$ cat src/rtl/cnn_conv_3x3_64_lane_ctrl.sv
// Lane sequencer for the 4-lane conv array: splits weight and channel-interleaved pixel streams per lane, counts results.
// Latency: lane outputs registered, 1 cycle after acceptance. Backpressure: ready is a pure function of state, so no overrun.
// Optional build macro CNN_LANE_CTRL_PERF_EN adds cycle_cnt / stall_cnt outputs.
module cnn_conv_3x3_64_lane_ctrl #(
    parameter int DATA_WIDTH      = 32,
    parameter int IMAGE_WIDTH     = 612,
    parameter int IMAGE_HEIGHT    = 612,
    parameter int CHANNEL_NUM_IN  = 64,
    parameter int CHANNEL_NUM_OUT = 64,
    parameter int KERNEL          = 3
) (
    input  logic                  clk,
    input  logic                  reset,
    input  logic                  start,
    input  logic                  stride2_cfg,
    input  logic                  valid_weight_in,
    input  logic [DATA_WIDTH-1:0] weight_in,
    output logic                  weight_ready,
    input  logic                  valid_in,
    input  logic [DATA_WIDTH-1:0] pxl_in,
    output logic                  pxl_ready,
    output logic                  valid_weight_out1,
    output logic                  valid_weight_out2,
    output logic                  valid_weight_out3,
    output logic                  valid_weight_out4,
    output logic [DATA_WIDTH-1:0] weight_out1,
    output logic [DATA_WIDTH-1:0] weight_out2,
    output logic [DATA_WIDTH-1:0] weight_out3,
    output logic [DATA_WIDTH-1:0] weight_out4,
    output logic                  valid_out1,
    output logic                  valid_out2,
    output logic                  valid_out3,
    output logic                  valid_out4,
    output logic [DATA_WIDTH-1:0] pxl_out1,
    output logic [DATA_WIDTH-1:0] pxl_out2,
    output logic [DATA_WIDTH-1:0] pxl_out3,
    output logic [DATA_WIDTH-1:0] pxl_out4,
    output logic                  stride2,
    input  logic                  res_valid,
    output logic                  busy,
    output logic                  done,
    output logic                  err
`ifdef CNN_LANE_CTRL_PERF_EN
    ,
    output logic [31:0]           cycle_cnt,
    output logic [31:0]           stall_cnt
`endif
);

    localparam int CPL     = CHANNEL_NUM_IN / 4;
    localparam int WPL     = KERNEL * KERNEL * CPL * CHANNEL_NUM_OUT;
    localparam int NPX     = IMAGE_WIDTH * IMAGE_HEIGHT * CHANNEL_NUM_IN;
    localparam int NRES_S1 = IMAGE_WIDTH * IMAGE_HEIGHT * CHANNEL_NUM_OUT;
    localparam int NRES_S2 = (IMAGE_WIDTH / 2) * (IMAGE_HEIGHT / 2) * CHANNEL_NUM_OUT;
    localparam int WSW     = $clog2(WPL + 1);
    localparam int CSW     = $clog2(CPL + 1);
    localparam int PCW     = $clog2(NPX + 1);
    localparam int RCW     = $clog2(NRES_S1 + 1);

    typedef enum logic [1:0] {IDLE, LOAD_W, RUN, DRAIN} state_t;

    state_t                r_state, w_state_nxt;
    logic [WSW-1:0]        r_w_sub;
    logic [1:0]            r_w_lane;
    logic [CSW-1:0]        r_p_sub;
    logic [1:0]            r_p_lane;
    logic [PCW-1:0]        r_p_cnt;
    logic [RCW-1:0]        r_res_cnt, w_res_nxt, w_nres;
    logic                  r_stride2, r_done, r_err;
    logic [3:0]            r_vw, r_vp;
    logic [DATA_WIDTH-1:0] r_w_dat [4];
    logic [DATA_WIDTH-1:0] r_p_dat [4];
    logic                  w_start_acc, w_w_acc, w_p_acc, w_w_last, w_p_last;
    logic                  w_res_inc, w_done_nxt, w_drop;

    assign w_start_acc = start && (r_state == IDLE);
    assign w_w_acc     = valid_weight_in && (r_state == LOAD_W);
    assign w_p_acc     = valid_in && (r_state == RUN);
    assign w_w_last    = w_w_acc && (r_w_lane == 2'd3) && (r_w_sub == WSW'(WPL - 1));
    assign w_p_last    = w_p_acc && (r_p_cnt == PCW'(NPX - 1));
    assign w_nres      = r_stride2 ? RCW'(NRES_S2) : RCW'(NRES_S1);
    // Result count saturates at the target so extra pulses cannot wrap it.
    assign w_res_inc   = res_valid && ((r_state == RUN) || (r_state == DRAIN)) && (r_res_cnt != w_nres);
    assign w_res_nxt   = r_res_cnt + RCW'(w_res_inc);
    assign w_drop      = (valid_weight_in && (r_state != LOAD_W))
                      || (valid_in && (r_state != RUN))
                      || (res_valid && ((r_state == IDLE) || (r_state == LOAD_W)));

    always_ff @(posedge clk or negedge reset) begin
        if (!reset) r_state <= IDLE;
        else        r_state <= w_state_nxt;
    end

    always_comb begin
        w_state_nxt  = r_state;
        weight_ready = 1'b0;
        pxl_ready    = 1'b0;
        w_done_nxt   = 1'b0;
        case (r_state)
            IDLE: if (start) w_state_nxt = LOAD_W;
            LOAD_W: begin
                weight_ready = 1'b1;
                if (w_w_last) w_state_nxt = RUN;
            end
            RUN: begin
                pxl_ready = 1'b1;
                if (w_p_last) begin
                    if (w_res_nxt == w_nres) begin
                        w_state_nxt = IDLE;
                        w_done_nxt  = 1'b1;
                    end else begin
                        w_state_nxt = DRAIN;
                    end
                end
            end
            DRAIN: begin
                if (w_res_nxt == w_nres) begin
                    w_state_nxt = IDLE;
                    w_done_nxt  = 1'b1;
                end
            end
            default: w_state_nxt = IDLE;
        endcase
    end

    // Lane/sub-lane counters avoid dividing by WPL or CPL in hardware.
    always_ff @(posedge clk or negedge reset) begin
        if (!reset) begin
            r_w_sub   <= '0;
            r_w_lane  <= '0;
            r_p_sub   <= '0;
            r_p_lane  <= '0;
            r_p_cnt   <= '0;
            r_res_cnt <= '0;
        end else if (w_start_acc) begin
            r_w_sub   <= '0;
            r_w_lane  <= '0;
            r_p_sub   <= '0;
            r_p_lane  <= '0;
            r_p_cnt   <= '0;
            r_res_cnt <= '0;
        end else begin
            if (w_w_acc) begin
                if (r_w_sub == WSW'(WPL - 1)) begin
                    r_w_sub  <= '0;
                    r_w_lane <= r_w_lane + 2'd1;
                end else begin
                    r_w_sub  <= r_w_sub + WSW'(1);
                end
            end
            if (w_p_acc) begin
                r_p_cnt <= r_p_cnt + PCW'(1);
                if (r_p_sub == CSW'(CPL - 1)) begin
                    r_p_sub  <= '0;
                    r_p_lane <= r_p_lane + 2'd1;
                end else begin
                    r_p_sub  <= r_p_sub + CSW'(1);
                end
            end
            r_res_cnt <= w_res_nxt;
        end
    end

    always_ff @(posedge clk or negedge reset) begin
        if (!reset) begin
            r_vw <= '0;
            r_vp <= '0;
            for (int i = 0; i < 4; i++) begin
                r_w_dat[i] <= '0;
                r_p_dat[i] <= '0;
            end
        end else begin
            r_vw <= '0;
            r_vp <= '0;
            if (w_w_acc) begin
                r_vw[r_w_lane]    <= 1'b1;
                r_w_dat[r_w_lane] <= weight_in;
            end
            if (w_p_acc) begin
                r_vp[r_p_lane]    <= 1'b1;
                r_p_dat[r_p_lane] <= pxl_in;
            end
        end
    end

    always_ff @(posedge clk or negedge reset) begin
        if (!reset) begin
            r_stride2 <= 1'b0;
            r_done    <= 1'b0;
            r_err     <= 1'b0;
        end else begin
            r_done <= w_done_nxt;
            if (w_start_acc) begin
                r_stride2 <= stride2_cfg;
                r_err     <= 1'b0;
            end else if (w_drop) begin
                r_err <= 1'b1;
            end
        end
    end

    assign busy              = (r_state != IDLE);
    assign done              = r_done;
    assign err               = r_err;
    assign stride2           = r_stride2;
    assign valid_weight_out1 = r_vw[0];
    assign valid_weight_out2 = r_vw[1];
    assign valid_weight_out3 = r_vw[2];
    assign valid_weight_out4 = r_vw[3];
    assign weight_out1       = r_w_dat[0];
    assign weight_out2       = r_w_dat[1];
    assign weight_out3       = r_w_dat[2];
    assign weight_out4       = r_w_dat[3];
    assign valid_out1        = r_vp[0];
    assign valid_out2        = r_vp[1];
    assign valid_out3        = r_vp[2];
    assign valid_out4        = r_vp[3];
    assign pxl_out1          = r_p_dat[0];
    assign pxl_out2          = r_p_dat[1];
    assign pxl_out3          = r_p_dat[2];
    assign pxl_out4          = r_p_dat[3];

`ifdef CNN_LANE_CTRL_PERF_EN
    logic [31:0] r_cycle_cnt, r_stall_cnt;

    // Both counters stop naturally once the FSM is back in IDLE, holding the last layer's figures.
    always_ff @(posedge clk or negedge reset) begin
        if (!reset) begin
            r_cycle_cnt <= '0;
            r_stall_cnt <= '0;
        end else if (w_start_acc) begin
            r_cycle_cnt <= '0;
            r_stall_cnt <= '0;
        end else begin
            if ((r_state != IDLE) && (r_cycle_cnt != '1))
                r_cycle_cnt <= r_cycle_cnt + 32'd1;
            if ((r_state == RUN) && !valid_in && (r_stall_cnt != '1))
                r_stall_cnt <= r_stall_cnt + 32'd1;
        end
    end

    assign cycle_cnt = r_cycle_cnt;
    assign stall_cnt = r_stall_cnt;
`endif

endmodule

$ cat config.mk
export PLATFORM = sky130hd
export DESIGN_NAME = cnn_conv_3x3_64_lane_ctrl
export DESIGN_NICKNAME = d
export VERILOG_FILES = /design/src/rtl/cnn_conv_3x3_64_lane_ctrl.sv
export SDC_FILE = /design/constraint.sdc
export NUM_CORES = 1
export LEC_CHECK = 0
export ABC_AREA = 1
export CAP_MARGIN = 5
export CORE_AREA = 2 2 169 171
export CTS_BUF_LIST = sky130_fd_sc_hd__clkbuf_2 sky130_fd_sc_hd__clkbuf_4 sky130_fd_sc_hd__clkbuf_8
export DETAILED_ROUTE_END_ITERATION = 8
export DIE_AREA = 0 0 171 173
export HOLD_SLACK_MARGIN = 0.02
export PLACE_DENSITY = 0.83
export SLEW_MARGIN = 10
export SYNTH_ARGS = -nofsm -noshare
export SYNTH_HDL_FRONTEND = slang
export SYNTH_SLANG_ARGS = --single-unit
$ cat constraint.sdc
create_clock -name clk -period 3.68 [get_ports clk]
set_input_delay 0.368 -clock clk [delete_from_list [all_inputs] [get_ports clk]]
set_output_delay 0.368 -clock clk [all_outputs]
set_load 0.02 [all_outputs]
==> flow_metrics.tcl <==
set metrics [dict create \
    critPathLaunch "r_res_cnt[20]" \
    grt_pass1_vias 12000 \
    syn_inst 1544 \
    post-dp-hpwl_mm 28.3 \
    ys_warn_count 0 \
    gp_congestion 0.871 \
    crit_slowest_cell "dfrtp_1" \
    final_antenna_net_count 0 \
    synth_nets 1628 \
    power.leakage_nw 8.91 \
    timing.final.hold_violations 0 \
    reg2reg_slack_ns 0.47 \
    hp-class "primary input to flip-flop" \
    num_vias 12000 \
    timing.slew.headroom 0.226 \
    areaGrowthSynthToFinish_pct 35.6 \
    yosys-top-cells-count "nand2_1, dfrtp_1, o21ai_0" \
    grt_max_degree 101 \
    core_um2 27600 \
    ys_seq_area_frac 0.612 \
    placementRows 61 \
    cts_made_buffers 54 \
    wl_per_cell_um 17.4 \
    drc 0 \
    end_kind "flip-flop" \
    track_usage 0.274 \
    synth_ff_type "dfrtp_1" \
    start_util 0.506 \
    async_flop_share 1.00 \
    whs_endpoint "stride2" \
    required_ns 4.14 \
    dieArea_um2 29600 \
    ir_drop_mv 0.314 \
    synth_area_um2 14000 \
    ff2ff_path_depth 21 \
    drive_above_1_share 0.0712 \
    timing.rr.start "r_res_cnt[20]" \
    synth-seq-cells 342 \
    synth_edf_count 0 \
    drtIter0Drc 769 \
    cts.sinks 342 \
    syn-mean-instance-area_um2 9.05 \
    final_nets 1973 \
    maxCapViolCount 0 \
    io_buffer_count 340 \
    rsz0062_at_grt "false" \
    cts-root-buf "clkbuf_8" \
    ctsHtreeMaxLevel 2 \
    viasPerCell 5.20 \
    path_clk_slew_ns 0.06 \
    cts_tree "built" \
    min_from "stride2_cfg" \
    hold_depth 3 \
    setup_viol 0 \
    drt_wl_total_mm 40.2 \
    cp_common_cell "nand2_1" \
    tightest_slew_ns 1.16 \
    r2r_end "r_state[0]" \
    status "finished clean" \
    max_freq_mhz 311 \
    yosysMostFrequentCell "nand2_1" \
    arrival_ns 3.67 \
    overflow 0 \
    synth_cell_types 42 \
    grt_pass1_wl_mm 64.5 \
    power_density_nw_per_um2 477 \
    slew_violations 0 \
    synth_area_leader_cell "dfrtp_1" \
    insertion_delay_ns 0.60 \
    cp-start-kind "flip-flop" \
    finalCritPeriodShare 0.873 \
    max_stage_delay_ns 0.45 \
    io_pins 341 \
    place_inst 2210 \
    fin_util 0.686 \
    setup-tns-final_ns 0 \
    antenna_found_initial 1 \
    crit_chain "inv_1 > nor4_2 > a41oi_1 > o311ai_2 > inv_1 > ha_1 > ha_1 > inv_1 > nor2_4 > nand2_1 > nor2_2 > nand2_1 > nand2_1 > nand2_1 > nand2_1 > nor2_1 > nand2_1 > nand2_1 > nand3_1 > nand2_1 > a21oi_1" \
    synth.area.top_cells "dfrtp_1, nand2_1, o21ai_0" \
    cts_buffer_depth 3 \
    finClkSkew_ns 0.0312 \
    fp.dieH_um 173 \
    crit_type "flip-flop to flip-flop" \
    die_x_um 171 \
    period_minus_slack_ns 3.21 \
    drt_pass1_iterations 5 \
    fin_cells 2303 \
    netlist.area_leader.share 0.612 \
    cp_max_fo 7 \
]
==> metrics by stage <==
step / power (mW) / hold WS (ns) / area [um^2] / worst slack (ns)
after CTS: 9.13 / 0.348 / 18900 / 0.181
after detailed placement: 5.81 / 0.472 / 17800 / 0.198
after floorplan: 4.93 / 0.0724 / 14000 / 0.996
after global routing: 9.44 / 0.385 / 19000 / 0.0807
final: 9.05 / 0.378 / 19000 / 0.466
after global placement: 5.76 / 0.465 / 17800 / 0.288
==> cells in the final DEF, fill, tap and decap left out, types with 2 or more instances in the layout <==
cell	count
clkbuf_4	19
o21ai_0	282
nor2_1	93
inv_1	165
nor4_1	6
clkbuf_8	68
dfrtp_1	342
nand4_1	17
nor4_2	3
xor2_1	11
buf_12	5
a22oi_1	2
nand3_1	49
nor2_4	4
a211oi_1	2
clkdlybuf4s50_1	339
a31oi_1	4
nor3_4	2
a21oi_1	29
o22ai_1	2
o21a_1	2
inv_2	2
nand2_1	395
o21ai_1	2
buf_4	8
nor3b_1	2
nor3_1	19
ha_1	13
nor2_2	5
nand2_2	12
==> power breakdown <==
group          leakage (nW)  switching, mW  total [mW]  internal [mW]
registers              4.49          0.190        4.26           4.07
clock network         0.592           1.45        3.30           1.84
logic                  3.83          0.843        1.49          0.650
==> per-layer routing <==
| layer | track usage | part of all wire |
|---|---|---|
| met5 | 0 | 0 |
| met2 | 0.435 | 0.48 |
| met1 | 0.346 | 0.40 |
| met3 | 0.0817 | 0.078 |
| met4 | 0.125 | 0.044 |
==> layout make-up <==
cell class,instances,area [um^2]
timing repair buffer,354,3580
inverter,167,627
sequential,342,8560
antenna,1,2.50
clock inverter,4,37.5
tap,378,473
clock buffer,87,1080
fill,2072,8680
multi-input combinational,970,4600
==> kinds of logic after synthesis <==
logic type | share of synthesized area
XOR/XNOR | 0.00752
buffers and inverters | 0.0629
flip-flops | 0.612
adder cells (fa/ha/maj) | 0.0116
AND/OR/NAND/NOR | 0.181
AO/OA/AOI/OAI | 0.124
multiplexers | 0.000716
==> critical path: cells and delay by family, from the launching register on <==
family	cells	cell delay [ns]
fa+ha+maj	2	0.49
simple gates	13	1.31
compound gates	3	0.52
flops	1	0.45
buf+inv	3	0.32
==> flip-flops by register name (all words and copies together) (netlist names), 2 cells and up <==
| name | cells |
|---|---|
| r_vw | 4 |
| r_w_sub | 14 |
| weight_out3 | 32 |
| r_p_lane | 2 |
| r_p_sub | 5 |
| pxl_out2 | 32 |
| r_state | 2 |
| weight_out4 | 32 |
| pxl_out3 | 32 |
| weight_out1 | 32 |
| pxl_out1 | 32 |
| r_w_lane | 2 |
| weight_out2 | 32 |
| r_vp | 4 |
| pxl_out4 | 32 |
| r_res_cnt | 25 |
| r_p_cnt | 25 |
==> repair_timing <==
item	4_1_cts	5_1_grt
endpoints found under the setup margin	0	3
buffers inserted	0	0
resized for setup	0	6
hold buffers	1	0
hold endpoints to repair	94	0
==> worst max path at each step <==
stage               slack (ns)  depth (start not counted)          to
global placement          0.29                         20  r_state[1]
detailed placement        0.20                         20  r_state[1]
finish                    0.47                         21  r_state[0]
floorplan                  1.0                         20  r_state[1]
global route              0.08                         21  r_state[0]
CTS                       0.18                         20  r_state[0]
No activity file was read; power rests on OpenSTA's default activity.
